`src/rtl/oai33_bist_pkg.sv`:
```
// -----------------------------------------------------------------------------
// oai33_bist_pkg
// Shared definitions for the OAI33 built-in self-test sequencer:
//   - state_t     : sequencer states (IDLE, SETTLE, SAMPLE, DONE)
//   - NVEC        : number of exhaustive input vectors for a 6-input cell
//   - *_POS       : bit position of each cell pin inside the vector index
// -----------------------------------------------------------------------------
package oai33_bist_pkg;

  // State names carry an ST_ prefix so they cannot collide with the
  // SETTLE parameter or the DONE port of the sequencer.
  typedef enum logic [1:0] {
    ST_IDLE   = 2'd0,
    ST_SETTLE = 2'd1,
    ST_SAMPLE = 2'd2,
    ST_DONE   = 2'd3
  } state_t;

  localparam int NVEC  = 64;
  localparam int VEC_W = 6;

  // Vector index -> cell pin mapping.
  localparam int A1_POS = 0;
  localparam int A2_POS = 1;
  localparam int A3_POS = 2;
  localparam int B1_POS = 3;
  localparam int B2_POS = 4;
  localparam int B3_POS = 5;

endpackage

```
`src/rtl/oai33_golden.sv`:
```
// -----------------------------------------------------------------------------
// oai33_golden
// Combinational reference model of one OAI33 cell, indexed by vector number.
// Ports:
//   v        [5:0] in  : vector index (A1=v0 .. B3=v5)
//   expected       out : !((A1|A2|A3) & (B1|B2|B3)) for that vector
// -----------------------------------------------------------------------------
module oai33_golden
  import oai33_bist_pkg::*;
(
  input  logic [VEC_W-1:0] v,
  output logic             expected
);

  // Golden OAI33 function evaluated on the vector bits.
  always_comb begin
    expected = ~((v[A1_POS] | v[A2_POS] | v[A3_POS]) &
                 (v[B1_POS] | v[B2_POS] | v[B3_POS]));
  end

endmodule

```
`src/rtl/oai33_bist_ctrl.sv`:
```
// -----------------------------------------------------------------------------
// oai33_bist_ctrl
// Exhaustive BIST sequencer for one OAI33 cell. Applies all 64 vectors,
// waits SETTLE cycles per vector, samples ZN and compares with the golden
// model, accumulating a saturating mismatch count and the first failing index.
// Ports:
//   CLK, RN (sync active-low reset), START (run request, IDLE only)
//   BUSY, DONE (1-cycle pulse), PASS, ERR_CNT[ERR_W], FAIL_VALID, FIRST_FAIL[6]
//   A1..B3 : registered stimulus to the cell, ZN : cell response
// -----------------------------------------------------------------------------
module oai33_bist_ctrl
  import oai33_bist_pkg::*;
#(
  parameter int SETTLE = 2,
  parameter int ERR_W  = 7
) (
  input  logic             CLK,
  input  logic             RN,
  input  logic             START,
  output logic             BUSY,
  output logic             DONE,
  output logic             PASS,
  output logic [ERR_W-1:0] ERR_CNT,
  output logic             FAIL_VALID,
  output logic [5:0]       FIRST_FAIL,
  output logic             A1,
  output logic             A2,
  output logic             A3,
  output logic             B1,
  output logic             B2,
  output logic             B3,
  input  logic             ZN
);

  localparam int               CNT_W     = $clog2(SETTLE + 1);
  localparam logic [CNT_W-1:0] CNT_LAST  = CNT_W'(SETTLE - 1);
  localparam logic [VEC_W-1:0] VEC_LAST  = VEC_W'(NVEC - 1);
  localparam logic [ERR_W-1:0] ERR_MAX   = {ERR_W{1'b1}};
  localparam logic [ERR_W-1:0] ERR_ZERO  = {ERR_W{1'b0}};

  state_t             state_r;
  logic [VEC_W-1:0]   v_r;
  logic [CNT_W-1:0]   cnt_r;
  logic [VEC_W-1:0]   stim_r;
  logic               exp_s;
  logic               mismatch_s;
  logic [ERR_W-1:0]   err_next_s;

  oai33_golden u_golden (
    .v        (v_r),
    .expected (exp_s)
  );

  // Case inequality makes an X/Z response from the cell count as a mismatch.
  always_comb begin
    mismatch_s = (ZN !== exp_s);
  end

  // Saturating increment of the mismatch counter for the vector being sampled.
  always_comb begin
    err_next_s = ERR_CNT;
    if (mismatch_s && (ERR_CNT != ERR_MAX)) begin
      err_next_s = ERR_CNT + ERR_W'(1);
    end else begin
      err_next_s = ERR_CNT;
    end
  end

  // Stimulus pins come straight from the stimulus register.
  assign A1 = stim_r[A1_POS];
  assign A2 = stim_r[A2_POS];
  assign A3 = stim_r[A3_POS];
  assign B1 = stim_r[B1_POS];
  assign B2 = stim_r[B2_POS];
  assign B3 = stim_r[B3_POS];

  // Sequencer FSM with vector/settle counters and result registers.
  always_ff @(posedge CLK) begin
    if (!RN) begin
      state_r    <= ST_IDLE;
      v_r        <= 6'd0;
      cnt_r      <= {CNT_W{1'b0}};
      stim_r     <= 6'd0;
      BUSY       <= 1'b0;
      DONE       <= 1'b0;
      PASS       <= 1'b0;
      ERR_CNT    <= ERR_ZERO;
      FAIL_VALID <= 1'b0;
      FIRST_FAIL <= 6'd0;
    end else begin
      case (state_r)
        ST_IDLE: begin
          DONE <= 1'b0;
          if (START) begin
            state_r    <= ST_SETTLE;
            v_r        <= 6'd0;
            cnt_r      <= {CNT_W{1'b0}};
            stim_r     <= 6'd0;
            BUSY       <= 1'b1;
            PASS       <= 1'b0;
            ERR_CNT    <= ERR_ZERO;
            FAIL_VALID <= 1'b0;
            FIRST_FAIL <= 6'd0;
          end else begin
            stim_r <= 6'd0;
            BUSY   <= 1'b0;
          end
        end
        ST_SETTLE: begin
          cnt_r <= cnt_r + CNT_W'(1);
          if (cnt_r == CNT_LAST) begin
            state_r <= ST_SAMPLE;
          end else begin
            state_r <= ST_SETTLE;
          end
        end
        ST_SAMPLE: begin
          ERR_CNT <= err_next_s;
          if (mismatch_s && !FAIL_VALID) begin
            FIRST_FAIL <= v_r;
            FAIL_VALID <= 1'b1;
          end else begin
            FAIL_VALID <= FAIL_VALID;
          end
          // Terminal vector is detected before increment so v never wraps.
          if (v_r == VEC_LAST) begin
            state_r <= ST_DONE;
            DONE    <= 1'b1;
            PASS    <= (err_next_s == ERR_ZERO);
            stim_r  <= 6'd0;
          end else begin
            state_r <= ST_SETTLE;
            v_r     <= v_r + 6'd1;
            stim_r  <= v_r + 6'd1;
            cnt_r   <= {CNT_W{1'b0}};
          end
        end
        ST_DONE: begin
          state_r <= ST_IDLE;
          DONE    <= 1'b0;
          BUSY    <= 1'b0;
          stim_r  <= 6'd0;
        end
        default: begin
          state_r <= ST_IDLE;
          DONE    <= 1'b0;
          BUSY    <= 1'b0;
          stim_r  <= 6'd0;
        end
      endcase
    end
  end

endmodule

```
`config.mk`:
```
export PLATFORM = sky130hd
export DESIGN_NAME = oai33_bist_ctrl
export DESIGN_NICKNAME = d
export VERILOG_FILES = /design/src/rtl/oai33_bist_pkg.sv /design/src/rtl/oai33_golden.sv /design/src/rtl/oai33_bist_ctrl.sv
export SDC_FILE = /design/constraint.sdc
export NUM_CORES = 1
export LEC_CHECK = 0
export ABC_AREA = 0
export BUFFER_PORTS_ARGS = -buffer_cell sky130_fd_sc_hd__clkbuf_2
export CELL_PAD_IN_SITES_DETAIL_PLACEMENT = 0
export CELL_PAD_IN_SITES_GLOBAL_PLACEMENT = 1
export CORE_ASPECT_RATIO = 1.4
export CORE_UTILIZATION = 45
export CTS_CLUSTER_DIAMETER = 60
export CTS_CLUSTER_SIZE = 12
export DETAILED_ROUTE_END_ITERATION = 7
export PLACE_DENSITY_LB_ADDON = 0.1
export SLEW_MARGIN = 20
export SYNTH_ARGS = -nofsm -noshare
export SYNTH_HDL_FRONTEND = slang
export SYNTH_SLANG_ARGS = --single-unit
```
`constraint.sdc`:
```
create_clock -name CLK -period 4.3 [get_ports CLK]
set_input_delay 0 -clock CLK [delete_from_list [all_inputs] [get_ports CLK]]
set_output_delay 0 -clock CLK [all_outputs]
set_load 0.005 [all_outputs]
```
# Word level (Yosys, flattened, before mapping)
# Index checks and enable logic that the tools add are counted.
dict set report totals {
  ff_bits 33
  in_bits 4
  output_inout_bits 23
  wordCells 72
}
dict set report op_classes {
  addsub 3
  n_eq_ne 11
  mux 26
  bitwise_logic 6
  reduce_logical 16
}
# op n
set op_table {}
lappend op_table {{6-bit one-hot mux with 2 select lines} 3}
lappend op_table {{6-bit 2-to-1 mux} 4}
lappend op_table {{7-bit 2-to-1 mux} 2}
lappend op_table {{7-bit one-hot mux with 2 select lines} 1}
lappend op_table {{3-bit AND reduction} 4}
lappend op_table {{2-bit 2-to-1 mux} 5}
lappend op_table {{2-bit != test, second input constant} 4}
lappend op_table {{1-bit one-hot mux with 2 select lines} 4}
lappend op_table {{2-bit one-hot mux with 4 select lines} 1}
lappend op_table {{7-bit by 1-bit adder with 7-bit output, second input constant} 1}
lappend op_table {{7-bit logical NOT} 1}
lappend op_table {{7-bit != test, second input constant} 1}
lappend op_table {{6-bit by 1-bit adder with 6-bit output, second input constant} 1}
lappend op_table {{6-bit == test, second input constant} 1}
lappend op_table {{2-bit one-hot mux with 3 select lines} 1}
lappend op_table {{2-bit nonzero test} 3}
lappend op_table {{1-bit 2-to-1 mux} 5}
lappend op_table {{2-bit by 1-bit == test with 1-bit output, second input constant} 2}
lappend op_table {{2-bit == test, second input constant} 2}
lappend op_table {{1-bit OR} 4}
lappend op_table {{2-bit AND reduction} 2}
lappend op_table {{3-bit nonzero test} 1}
lappend op_table {{2-bit by 1-bit adder with 2-bit output, second input constant} 1}
lappend op_table {{1-bit logical AND} 2}
lappend op_table {{other kinds (6)} 6}

# Logic depth before layout (Yosys ltp)
dict set report logic_depth {
  ltp_word 10
  ltp_mapped 9
  ltp_nobuf 7
}

# Modules after synthesis
# Synthesis repeated with hierarchy kept, for this count alone.
dict set report unflattened {
  hier_cells 194
  hier_area_um2 1660.3
}
# module n_inst cells_each area_per_inst_um2 seq_area_each_um2
set modules_own_cells {}
lappend modules_own_cells {oai33_bist_ctrl 1 192 1646.6 660.6}
lappend modules_own_cells {oai33_golden 1 2 13.8 0.0}

# Worst setup path after synthesis
# No wires, ideal clock.
dict set report synth_path {
  path_kind {register to register}
  start {reg v_r[0]}
  end {reg PASS}
  setup_ns 0.096
  t_arrival_ns 2.011
  required_time_ns 4.204
  path_slack_ns 2.194
  path_stages_with_launch 9
  n_path_buf 1
  period_less_slack_ns 2.106
  cell_sequence {dfxtp_1 inv_1 ha_1 nor2b_2 or3_1 buf_6 nand4_2 mux2_2 o41ai_2}
}
dict set report synth_between {
  elab_chain_len 10
  word_cells_on_any_way 13
  cone_classes {eq/ne: 3; mux: 3; bitwise: 4; reduce/logical: 3}
}
# element line
set synth_rtl {}
lappend synth_rtl {{from (decl)} oai33_bist_ctrl.sv:42} ;# logic [VEC_W-1:0] v_r;
lappend synth_rtl {{from (signal assigned)} oai33_bist_ctrl.sv:133} ;# v_r <= v_r + 6'd1;
lappend synth_rtl {{1-bit OR (2 in a row)} oai33_golden.sv:17} ;# expected = ~((v[A1_POS] | v[A2_POS] | v[A3_POS]) &
lappend synth_rtl {{1-bit bitwise AND} oai33_golden.sv:17}
lappend synth_rtl {{1-bit inverter} oai33_golden.sv:17}
lappend synth_rtl {{1-bit !== test} oai33_bist_ctrl.sv:56} ;# mismatch_s = (ZN !== exp_s);
lappend synth_rtl {{1-bit logical AND} oai33_bist_ctrl.sv:62} ;# if (mismatch_s && (ERR_CNT != ERR_MAX)) begin
lappend synth_rtl {{7-bit 2-to-1 mux} oai33_bist_ctrl.sv:62}
lappend synth_rtl {{7-bit logical NOT} oai33_bist_ctrl.sv:129} ;# PASS <= (err_next_s == ERR_ZERO);
lappend synth_rtl {{1-bit 2-to-1 mux} oai33_bist_ctrl.sv:126} ;# if (v_r == VEC_LAST) begin
lappend synth_rtl {{1-bit one-hot mux with 2 select lines} oai33_bist_ctrl.sv:91} ;# case (state_r)
lappend synth_rtl {{to (signal assigned)} oai33_bist_ctrl.sv:129}
lappend synth_rtl {{to (decl)} oai33_bist_ctrl.sv:22} ;# output logic PASS,
# Several ways; a longest one is shown, not always the timed one. The select of a mux whose other input is x is not followed.
# A chain may end at the register's enable or synchronous reset.

# Final worst setup path
# Same ends and word-level chain as after synthesis.

==> flow_summary.ini <==
[floorplanning]
dieWidth_um = 55.5
core_mm2 = 0.00374
die_area_mm2 = 0.00426
start_util_pct = 48.1
die_h_um = 76.8
num_io_pins = 27
core.rowCount = 26

[finish]
syn2layout_area_growth_pct = 14.2
nets = 252
diodes = 0
fin_area_mm2 = 0.00206
drive_above_1_share_pct = 17.9
final_cells = 282

[route]
wl_per_cell_um = 14.3
viasPerCell = 5.79
drc = 0
wl_met3_um = 143
vias = 1632
top_layer = met4
drt_iter0_drc = 69
dr.pass1.iters = 5
drt-met1-wl_mm = 1.79
routed_wl_mm = 4.03
wl_met2_mm = 2.04
postRouteAntennaNets = 0

[setup_path]
rr_worst_depth = 7
r2r_slack_ps = 1920
critPathMaxStageDelay_ps = 510
arrival_ps = 2580
critical_path.max_fanout = 10
cp_top_family = simple AND/OR/NAND/NOR gates
end_kind = register
path_class = reg2reg
rr_endpoint = PASS
start_kind = register
cp_num_buf_inv = 1
crit_path_cell_trace = inv_1 > ha_1 > nor2b_2 > or3_1 > nand4_2 > mux2_2 > o41ai_2
crit_required_ps = 4500
r2r_start = v_r[0]
cp_slowest_cell = or3_1

[clocking]
cts.clk_slew.worst_paths_ps = 70
cts_tree = built
cts_root_buf = clkbuf_8
numCtsBuffers = 5
ctsHtreeMaxLevel = 2
cts.path.max_buffers = 2
cts.sink_count = 33
cts_resized = 0
clock_latency_ps = 290

[place]
dp_slack_ps = 1870
portBuffers = 26
hpwl_mm = 2.92
dp_cells = 273
routabilityCongestion = 0.860
placed_area_mm2 = 0.00191

[timing]
final-setup-viol-count = 0
fmax_ghz = 0.419
finalCritPeriodShare_pct = 55.4
fin_ws_ps = 1920
slew_headroom_pct = 36.1
worst_pin_slew_ps = 957
fin_crit_ps = 2380
fin_skew_ps = 5.63
slew_violations = 0
hold_viol = 0
tns_ps = 0
rsz0062_at_grt = false

[grt]
grt_remaining_overflow = 0
grt_start_max_net_pins = 31
grt_pass1_vias = 1508
antenna_found_initial = 0
grt_pass1_wl_mm = 6.78
grt_usage_pct = 19.5

[hold_path]
hold_path.class = in2reg
hold_depth = 4
hp-start = START
min_to = ERR_CNT[6]

[synthesis]
postSynthAreaPerCell_um2 = 8.30
synth_edf_count = 0
ys_types = 44
syn-num-nets = 230
synthesis.area_mm2 = 0.00180
synth_ff_type = dfxtp_1
yosysTopAreaCell = dfxtp_1
synthTopCellsByArea = dfxtp_1 37%, ha_1 6.3%, a21oi_1 5.6%, nor2_1 4.6%, nand2_1 3.1%
postSynthCellCount = 217
seq_area_frac_synth_pct = 36.7
synth_compound_area_share_pct = 24.2
synth_xor_area_share_pct = 2.92
synthArstFlopShare_pct = 0
synth_seq_cells = 33
synth_top_family_by_area = compound AO/OA/AOI/OAI gates
synth_fa_ha_area_share_pct = 6.25
yosys-top-cells-count = 33 x dfxtp_1, 22 x nor2_1, 20 x a21oi_1
yosysMostFrequentCell = dfxtp_1
muxShareOfSynthArea_pct = 1.18
yosysWarnings = 0
synthSimpleGateAreaFrac_pct = 22.1
synth_top_area_share_pct = 36.7

[power]
clkPwrFrac_pct = 33.9
p_switching_mw = 0.346
p_seq_share_pct = 34.7
p_comb_share_pct = 31.4
finalPower_mw = 1.03
swShare_pct = 33.6
peakVddDrop_mv = 0.380
p_leak_nw = 0.796
p_int_mw = 0.683
pwr_density_cell_mw_per_mm2 = 501

[run]
max-cap-violations = 0

[status]
status = completed
## cells by family (layout without fill, tap and decap cells)
group,Yosys count,after routing
AND/OR/NAND/NOR,76,76
AO/OA/AOI/OAI,67,67
flip-flops,33,33
buffers and inverters,24,47
adder cells (fa/ha/maj),9,9
XOR/XNOR,6,6
multiplexers,2,2
## per-layer routing
layer  vias up  track usage (%)
li1        831                -
met1       757             24.1
met2        39             32.2
met3         5             4.72
met4         0             7.75
met5         -                0
## power groups by stage
stage | Combinational (mW) | Clock [mW] | Sequential [mW]
finish | 0.324 | 0.349 | 0.357
global route | 0.364 | 0.370 | 0.361
CTS | 0.322 | 0.361 | 0.357
detailed placement | 0.319 | 0 | 0.364
global placement | 0.314 | 0 | 0.361
floorplan | 0.244 | 0 | 0.360
## worst register-to-register path, delay by kind of cell, from the launching register on
kind            cells  cell delay [ps]
compound gates      1              310
fa+ha+maj           1              220
buf+inv             1              110
flops               1              440
mux                 1              360
simple gates        3              860
## worst max path at each step
stage,from,end,slack [ps],cells after the start
after global routing,v_r[0],PASS,1800,7
after detailed placement,state_r[0],v_r[2],1870,7
after CTS,state_r[1],v_r[2],1860,7
after global placement,v_r[0],PASS,1920,7
final,v_r[0],PASS,1920,7
after floorplan,v_r[0],PASS,2190,8
## stage by stage
step	utilization [%]	hold slack, ps
finish	54.9	143
global route	54.9	156
CTS	54.8	116
detailed placement	51.0	287
global placement	51.0	288
floorplan	-	131
## cells in the final DEF (no fill, tap or decap), types with 4 or more instances in the layout
cell type,instances
nor2b_1,4
a31oi_1,5
clkbuf_8,5
nor2_1,22
and3_1,4
nand2_1,15
clkbuf_2,26
nand3_1,6
o21ai_0,9
a211oi_1,4
inv_1,12
o21ai_1,6
dfxtp_1,33
nand2b_1,4
nor3_1,4
a41oi_1,4
a21oi_1,20
a22oi_1,6
ha_1,9
## area by class of cell
cell class	count	area, um2
clock buffers	5	68.8
clock inverters	3	65.1
fillers	367	1690
inverters	12	45.0
multi-input cells	160	1020
flip-flops and latches	33	661
well taps	42	52.6
repair buffers	27	140
## state kept, by name, indices dropped and copies added, names as in the netlist, 2 cells and up
name	count
ERR_CNT	7
state_r	2
cnt_r	2
stim_r	6
FIRST_FAIL	6
v_r	6
## repair_timing
| item | CTS | global route |
|---|---|---|
| setup buffers | 0 | 0 |
| endpoints found under the hold margin | 2 | 0 |
| hold buffers | 1 | 0 |
Note: power is estimated with default switching activity, not from simulation.
